`src/rtl/hmc_reset_sequencer.sv`:
```
// Reset bring-up/recovery sequencer for the HMC controller: orders device, controller and
// user reset release around link training, retrying on link-up timeout or link loss.
module hmc_reset_sequencer #(
  parameter int RST_HOLD_CYCLES = 16,
  parameter int DEV_WAIT_CYCLES = 8,
  parameter int LINK_TIMEOUT    = 1024,
  parameter int USER_REL_DELAY  = 8,
  parameter int MAX_RETRIES     = 3,
  parameter int CNT_W           = 16,
  localparam int RW = (MAX_RETRIES > 0) ? $clog2(MAX_RETRIES + 1) : 1
) (
  input  logic          clk_hmc,
  input  logic          res_n_hmc,
  input  logic          start,
  input  logic          soft_rst_req,
  input  logic          link_up,
  output logic          p_rst_n,
  output logic          ctrl_res_n,
  output logic          user_res_n,
  output logic          seq_busy,
  output logic          seq_done,
  output logic          seq_fail,
  output logic [RW-1:0] retry_cnt,
  output logic [2:0]    seq_state
);

  typedef enum logic [2:0] {
    S_IDLE     = 3'd0,
    S_HOLD     = 3'd1,
    S_DEV_REL  = 3'd2,
    S_CTRL_REL = 3'd3,
    S_USER_REL = 3'd4,
    S_RUN      = 3'd5,
    S_FAIL     = 3'd6
  } state_t;

  localparam logic [CNT_W-1:0] HOLD_LAST = CNT_W'(RST_HOLD_CYCLES - 1);
  localparam logic [CNT_W-1:0] DEV_LAST  = CNT_W'(DEV_WAIT_CYCLES - 1);
  localparam logic [CNT_W-1:0] LINK_LAST = CNT_W'(LINK_TIMEOUT - 1);
  localparam logic [CNT_W-1:0] USER_LAST = CNT_W'(USER_REL_DELAY - 1);
  localparam logic [RW-1:0]    RETRY_MAX = RW'(MAX_RETRIES);

  state_t           state_q, state_d;
  logic [CNT_W-1:0] cnt_q, cnt_d;
  logic [RW-1:0]    retry_d;
  logic             restart;
  logic             timed;
  logic             p_d, c_d, u_d, busy_d, done_d, fail_d;

  // Next state, retry count and counter
  always_comb begin
    state_d = state_q;
    retry_d = retry_cnt;
    restart = 1'b0;
    timed   = 1'b0;
    case (state_q)
      S_IDLE: begin
        if (start || soft_rst_req) begin
          state_d = S_HOLD;
          retry_d = '0;
        end
      end
      S_HOLD: begin
        timed = 1'b1;
        if (cnt_q == HOLD_LAST) state_d = S_DEV_REL;
      end
      S_DEV_REL: begin
        timed = 1'b1;
        if (cnt_q == DEV_LAST) state_d = S_CTRL_REL;
      end
      S_CTRL_REL: begin
        timed = 1'b1;
        if (link_up) begin
          state_d = S_USER_REL;
        end else if (cnt_q == LINK_LAST) begin
          if (retry_cnt < RETRY_MAX) begin
            retry_d = retry_cnt + RW'(1);
            state_d = S_HOLD;
          end else begin
            state_d = S_FAIL;
          end
        end
      end
      S_USER_REL: begin
        timed = 1'b1;
        // Any drop of link_up while waiting is treated exactly like a link-up timeout
        if (!link_up) begin
          if (retry_cnt < RETRY_MAX) begin
            retry_d = retry_cnt + RW'(1);
            state_d = S_HOLD;
          end else begin
            state_d = S_FAIL;
          end
        end else if (cnt_q == USER_LAST) begin
          state_d = S_RUN;
        end
      end
      S_RUN: begin
        if (!link_up) begin
          state_d = S_HOLD;
          retry_d = '0;
        end
      end
      S_FAIL: begin
        state_d = S_FAIL;
      end
      default: begin
        state_d = S_IDLE;
        retry_d = '0;
      end
    endcase
    if (soft_rst_req && (state_q != S_IDLE)) begin
      state_d = S_HOLD;
      retry_d = '0;
      restart = 1'b1;
    end
    if ((state_d != state_q) || restart) cnt_d = '0;
    else if (timed)                      cnt_d = cnt_q + CNT_W'(1);
    else                                 cnt_d = cnt_q;
  end

  // Outputs decoded from the next state so they register on the same edge as the state
  always_comb begin
    p_d    = 1'b0;
    c_d    = 1'b0;
    u_d    = 1'b0;
    busy_d = 1'b0;
    done_d = 1'b0;
    fail_d = 1'b0;
    case (state_d)
      S_HOLD:     busy_d = 1'b1;
      S_DEV_REL:  begin p_d = 1'b1; busy_d = 1'b1; end
      S_CTRL_REL: begin p_d = 1'b1; c_d = 1'b1; busy_d = 1'b1; end
      S_USER_REL: begin p_d = 1'b1; c_d = 1'b1; busy_d = 1'b1; end
      S_RUN:      begin p_d = 1'b1; c_d = 1'b1; u_d = 1'b1; done_d = 1'b1; end
      S_FAIL:     fail_d = 1'b1;
      default:    busy_d = 1'b0;
    endcase
  end

  always_ff @(posedge clk_hmc or negedge res_n_hmc) begin
    if (!res_n_hmc) begin
      state_q    <= S_IDLE;
      cnt_q      <= '0;
      retry_cnt  <= '0;
      p_rst_n    <= 1'b0;
      ctrl_res_n <= 1'b0;
      user_res_n <= 1'b0;
      seq_busy   <= 1'b0;
      seq_done   <= 1'b0;
      seq_fail   <= 1'b0;
    end else begin
      state_q    <= state_d;
      cnt_q      <= cnt_d;
      retry_cnt  <= retry_d;
      p_rst_n    <= p_d;
      ctrl_res_n <= c_d;
      user_res_n <= u_d;
      seq_busy   <= busy_d;
      seq_done   <= done_d;
      seq_fail   <= fail_d;
    end
  end

  assign seq_state = state_q;

endmodule

```
`config.mk`:
```
export PLATFORM = sky130hd
export DESIGN_NAME = hmc_reset_sequencer
export DESIGN_NICKNAME = d
export VERILOG_FILES = /design/src/rtl/hmc_reset_sequencer.sv
export SDC_FILE = /design/constraint.sdc
export NUM_CORES = 1
export LEC_CHECK = 0
export ABC_AREA = 1
export CAP_MARGIN = 30
export CORE_MARGIN = 2
export CORE_UTILIZATION = 51
export DETAILED_ROUTE_END_ITERATION = 12
export PLACE_DENSITY = 0.81
export SKIP_CTS_REPAIR_TIMING = 1
export SLEW_MARGIN = 20
export SYNTH_ARGS = -nofsm -noshare
export SYNTH_HDL_FRONTEND = slang
export SYNTH_SLANG_ARGS = --single-unit
```
`constraint.sdc`:
```
create_clock -name clk_hmc -period 1.65 [get_ports clk_hmc]
set_input_delay 0.2475 -clock clk_hmc [delete_from_list [all_inputs] [get_ports clk_hmc]]
set_output_delay 0.2475 -clock clk_hmc [all_outputs]
set_load 0.03 [all_outputs]
```
Word-level counts from Yosys, hierarchy flattened
Index checks and enable logic that the tools add are counted.
{"block": "classes", "n_addsub": 2, "magnitude_cmp": 1, "eq_ne": 22, "mux": 28, "n_reduce_logical": 12}
{"op": "16-bit two-way mux", "count": 2}
{"op": "3-bit two-way mux", "count": 10}
{"op": "3-bit one-hot mux with 7 select lines", "count": 1}
{"op": "3-bit == test, second input constant", "count": 6}
{"op": "16-bit by 1-bit adder with 16-bit output, second input constant", "count": 1}
{"op": "16-bit by 10-bit == test with 1-bit output, second input constant", "count": 1}
{"op": "16-bit by 3-bit == test with 1-bit output, second input constant", "count": 1}
{"op": "16-bit by 4-bit == test with 1-bit output, second input constant", "count": 1}
{"op": "3-bit != test, second input constant", "count": 5}
{"op": "2-bit two-way mux", "count": 7}
{"op": "3-bit by 2-bit == test with 1-bit output, second input constant", "count": 4}
{"op": "4-bit OR reduction", "count": 3}
{"op": "2-bit one-hot mux with 5 select lines", "count": 1}
{"op": "1-bit two-way mux", "count": 7}
{"op": "3-bit by 1-bit == test with 1-bit output, second input constant", "count": 2}
{"op": "6-bit AND reduction", "count": 1}
{"op": "3-bit OR reduction", "count": 2}
{"op": "3-bit zero test", "count": 1}
{"op": "3-bit != test", "count": 1}
{"op": "3-bit nonzero test", "count": 1}
{"op": "2-bit by 1-bit adder with 2-bit output, second input constant", "count": 1}
{"op": "1-bit logical OR", "count": 2}
{"op": "2-bit < comparator, second input constant", "count": 1}
{"op": "2-bit by 1-bit != test with 1-bit output, second input constant", "count": 1}
{"op": "2 further kinds", "count": 2}
{"block": "totals", "reg_bits": 26, "in_bits": 5, "output_inout_bits": 11, "word_cells": 73}

Longest topological paths before layout
{"block": "logic_depth", "word_depth": 9, "mapped_depth": 14, "depth_no_buf": 13}

Worst setup path after synthesis
No wires, ideal clock.
{"block": "synth_path", "path_type": "flip-flop to flip-flop", "start": "register retry_cnt[1]", "end": "register cnt_q[6]", "setup_ns": 0.121, "arrival_time_ns": 1.754, "t_required_ns": 1.529, "path_slack_ns": -0.225, "path_stages_with_launch": 14, "n_path_buf": 1, "period_less_slack_ns": 1.875, "path_cell_list": "dfrtp_1 ha_1 nand2_1 nand3_1 nand2_1 nand3_1 nand2_1 nor2_2 nand3_2 nand2_2 nand2_2 nand3_4 buf_8 nor2_2"}
{"block": "synth_via", "elab_chain_len": 9, "elab_cells_between_ends": 11, "classes_between": "1 x order compare; 1 x eq/ne; 7 x mux; 2 x reduce/logical"}
{"item": "start: declaration", "line_no": "23", "text": "output logic [RW-1:0] retry_cnt,"}
{"item": "start signal: assignment", "line_no": "155", "text": "retry_cnt <= retry_d;"}
{"item": "2-bit < comparator (*)", "line_no": "76, 88"}
{"item": "3-bit two-way mux (*)", "line_no": "76, 88"}
{"item": "3-bit two-way mux", "line_no": "75", "text": "end else if (cnt_q == LINK_LAST) begin"}
{"item": "3-bit two-way mux", "line_no": "73", "text": "if (link_up) begin"}
{"item": "3-bit one-hot mux with 7 select lines (*)", "line_no": "56", "text": "case (state_q)"}
{"item": "3-bit two-way mux (*)", "line_no": "112", "text": "if (soft_rst_req && (state_q != S_IDLE)) begin"}
{"item": "via state_d[0]", "line_no": "43", "text": "state_t state_q, state_d;"}
{"item": "3-bit != test (*)", "line_no": "117", "text": "if ((state_d != state_q) || restart) cnt_d = '0;"}
{"item": "1-bit logical OR (*)", "line_no": "117"}
{"item": "16-bit two-way mux / 2-bit nonzero test (equally long branches)"}
{"item": "end signal: assignment", "line_no": "154", "text": "cnt_q <= cnt_d;"}
{"item": "end: declaration", "line_no": "44", "text": "logic [CNT_W-1:0] cnt_q, cnt_d;"}
The timed path passes the listed nets; every way through them passes the cells marked *.
A chain may end at the register's enable or synchronous reset.

Worst setup path in the final report
{"block": "layout_path", "start": "register cnt_q[13]", "end": "register cnt_q[14]"}
{"block": "layout_via", "elab_chain_len": 8, "elab_cells_between_ends": 17, "classes_between": "1 x add/sub; 4 x eq/ne; 10 x mux; 2 x reduce/logical"}
{"item": "16-bit by 3-bit == test with 1-bit output / 16-bit by 10-bit == test with 1-bit output (equally long branches)", "line_no": "69, 94, 75"}
{"item": "3-bit two-way mux, on equally long branches", "line_no": "94, 75"}
{"item": "3-bit two-way mux, on equally long branches", "line_no": "87, 73"}
{"item": "3-bit one-hot mux with 7 select lines (*)", "line_no": "56"}
{"item": "3-bit two-way mux (*)", "line_no": "112"}
{"item": "via state_d[0]", "line_no": "43"}
{"item": "3-bit != test (*)", "line_no": "117"}
{"item": "1-bit logical OR (*)", "line_no": "117"}
{"item": "16-bit two-way mux / 2-bit nonzero test (equally long branches)"}
The timed path passes the listed nets; every way through them passes the cells marked *. The select of a mux whose other input is x is not followed.

==> metrics.txt <==
clock buffer depth=2; arrival time at the worst endpoint=2.18 ns; period utilization=1.17; CTS tree=built; leak pwr=between 1 and 1.5 nW; layout cells sized above 1=0.470; via count=1742; number of global-route vias before repair=around 1600; Reg clk slew, reported paths=0.15 ns; syn nets=226; Layout Nets=about 300; gpl congestion=~0.87; R2R Setup Slk=-0.29 ns; final hold violations=0; worst-case reg-to-reg path depth=12; grt total ovfl=0; Synth Register Bits=26; pwr/cell area=about 470 nW/um^2; Yosys cell types=27; row cnt=20; Slew headroom=0.756; drt wl/cell=approximately 14 um; total global-route track usage=0.229; H-tree depth=1; Total Wirelength=about 4700 um; fin. max-slew vios=0; clk sinks=26; initial DRC count=99; Detail Route Antenna Nets=0; Area Growth Syn to Fin=55.1%; hold slack=between 0.2 and 0.3 ns; Setup CP Type=flop to flop; Max-cap violations=0; Mapped Cells=around 220; fmax=516 MHz; antenna cells=0; CP max FO=8; Final Cell Area=2580 um^2; min-delay worst type=input port to asynchronous set/reset pin; dpl hpwl=slightly above 3000 um; clock root cell=clkbuf_4; failing checks=setup timing; initial core utilization=0.541; die height=slightly above 60 um; first-pass GRT wire length=around 6400 um; Num CTS Buffers=3; DP Area=between 2000 and 2500 um^2; min Tclk post-route=1.94 ns; Die X=61.2 um; final worst slack=-0.288 ns; status=finished with violations; worst vdd ir=about 0.44 mV; CP required=approximately 1.9 ns; Port-buffer cells=15; first drt pass iteration count=4; Non-Filler Instances=342; Critical R2R Capture=cnt_q[14]$_DFFE_PN0P_; clock latency at the later pin of the worst-skew pair=approximately 0.33 ns; core area=3080 um^2; IO Pins=16; die area=between 3000 and 4000 um^2; RR Startpoint=cnt_q[13]$_DFFE_PN0P_; register area share after synthesis=0.390; Final setup viols=22; mapped cell area=between 1500 and 2000 um^2; Vias per Instance=between 5 and 6; Worst Max-Slew Pin Slew=about 0.36 ns; RSZ-0062 raised after global routing=true; initial antenna violation count=0; drt drc=0; Post-Place Cells=around 330; Synth Warn #=0; crit path capture type=flop; pin count of the biggest net entering global routing=27; CP startpoint kind=flop; clk_skew=between 0.005 and 0.006 ns; Syn Area/Cell=between 7 and 8 um^2
-- logic make-up (layout without fill, tap and decap cells) --
family / after synthesis / after routing / share of synthesized area
simple gates: 133 / 134 / 0.393
buf+inv: 31 / 109 / 0.0818
flops: 26 / 26 / 0.390
xor+xnor: 14 / 14 / 0.0736
compound gates: 12 / 12 / 0.0405
fa+ha+maj: 2 / 2 / 0.0150
mux: 1 / 1 / 0.00601
-- state kept, by name, indices dropped and copies added (netlist names) --
| name | cells |
|---|---|
| cnt_q | 16 |
| ctrl_res_n | 1 |
| p_rst_n | 1 |
| retry_cnt | 2 |
| seq_busy | 1 |
| seq_done | 1 |
| seq_fail | 1 |
| seq_state | 3 |
-- power by group --
| part | switching [mW] | internal (mW) | total, mW |
|---|---|---|---|
| Combinational | 0.0615 | 0.0570 | 0.119 |
| Sequential | 0.00997 | 0.646 | 0.656 |
| Clock | 0.202 | 0.246 | 0.448 |
| Total | 0.273 | 0.949 | 1.22 |
-- cell type report --
| type | count | area, um^2 |
|---|---|---|
| clock buffer | 3 | 22.5 |
| clock inverter | 1 | 30.0 |
| fill | 187 | 493 |
| inverter | 27 | 104 |
| multi-input combinational | 163 | 1070 |
| sequential | 26 | 657 |
| tap | 44 | 55.1 |
| timing repair buffer | 78 | 649 |
-- worst max-delay path, cell delays in order, from the launching register on --
cell	delay [ns]
dfrtp_1	0.43
nor2_1	0.18
nand2_2	0.14
nor2_4	0.14
nand3_1	0.11
nand2_1	0.09
inv_1	0.05
nor2_2	0.13
nand3_2	0.14
nand2_2	0.10
nand2_2	0.10
nand3_4	0.16
nor2_1	0.07
-- placed cells by master, fill, tap and decap left out, types with 9 or more instances in the layout --
| cell type | netlist | final |
|---|---|---|
| inv_1 | 25 | 22 |
| buf_4 | 2 | 62 |
| dfrtp_1 | 26 | 21 |
| dlymetal6s2s_1 | 0 | 9 |
| nand2_2 | 5 | 13 |
| nor2_1 | 25 | 11 |
| nand3_2 | 4 | 9 |
| xor2_1 | 12 | 12 |
| nand3_1 | 21 | 15 |
| nand2_1 | 48 | 39 |
| nor2_2 | 15 | 23 |
-- worst max-delay path by stage --
stage	from	endpoint	depth (start not counted)
after floorplan	seq_state[1]$_DFF_PN0_	cnt_q[6]$_DFFE_PN0P_	12
after global placement	link_up	cnt_q[4]$_DFFE_PN0P_	12
after detailed placement	link_up	cnt_q[4]$_DFFE_PN0P_	12
after CTS	cnt_q[10]$_DFFE_PN0P_	cnt_q[4]$_DFFE_PN0P_	13
after global routing	cnt_q[13]$_DFFE_PN0P_	seq_busy$_DFF_PN0_	12
final	cnt_q[13]$_DFFE_PN0P_	cnt_q[14]$_DFFE_PN0P_	12
-- per-stage QoR --
step	setup TNS, ns	util	power (mW)	worst slack, ns
final	-5.32	0.840	1.22	-0.288
after global routing	-7.91	0.840	1.28	-0.404
after CTS	-6.31	0.773	1.21	-0.314
after detailed placement	-6.82	0.756	0.772	-0.375
after global placement	-5.58	0.756	0.768	-0.302
after floorplan	-0.455	-	0.713	-0.0455
-- cells in the mapped netlist --
| library cell | count | area share |
|---|---|---|
| xor2_1 | 12 | 0.063 |
| o21a_1 | 1 | 0.0045 |
| or2_2 | 1 | 0.0038 |
| inv_2 | 2 | 0.0045 |
| o21ai_0 | 7 | 0.021 |
| dfrtp_1 | 26 | 0.39 |
| nor2_2 | 15 | 0.056 |
| nor3_2 | 1 | 0.0060 |
| inv_1 | 25 | 0.056 |
| nor2_1 | 25 | 0.056 |
| xnor2_1 | 2 | 0.011 |
| buf_4 | 2 | 0.0090 |
| a21oi_1 | 2 | 0.0060 |
| nor3_1 | 3 | 0.0090 |
| nand2_2 | 5 | 0.019 |
| mux2i_1 | 1 | 0.0060 |
| nand2_1 | 48 | 0.11 |
| nor4_1 | 2 | 0.0075 |
| nand4_1 | 6 | 0.023 |
| nand3_1 | 21 | 0.063 |
| o211ai_1 | 2 | 0.0090 |
| nand3_2 | 4 | 0.024 |
| buf_8 | 1 | 0.0090 |
| buf_2 | 1 | 0.0030 |
| nand3_4 | 1 | 0.011 |
| nor2_4 | 1 | 0.0068 |
| ha_1 | 2 | 0.015 |
-- metal layers --
| layer | wire [um] | track usage | up-vias | part of all wire |
|---|---|---|---|---|
| met4 | 131 | 0.0652 | 0 | 0.028 |
| li1 | - | - | 855 | - |
| met2 | 2450 | 0.422 | 46 | 0.52 |
| met5 | 0 | 0 | - | 0 |
| met1 | 1870 | 0.277 | 828 | 0.40 |
| met3 | 241 | 0.0294 | 13 | 0.051 |
Note: power is estimated with default switching activity, not from simulation.
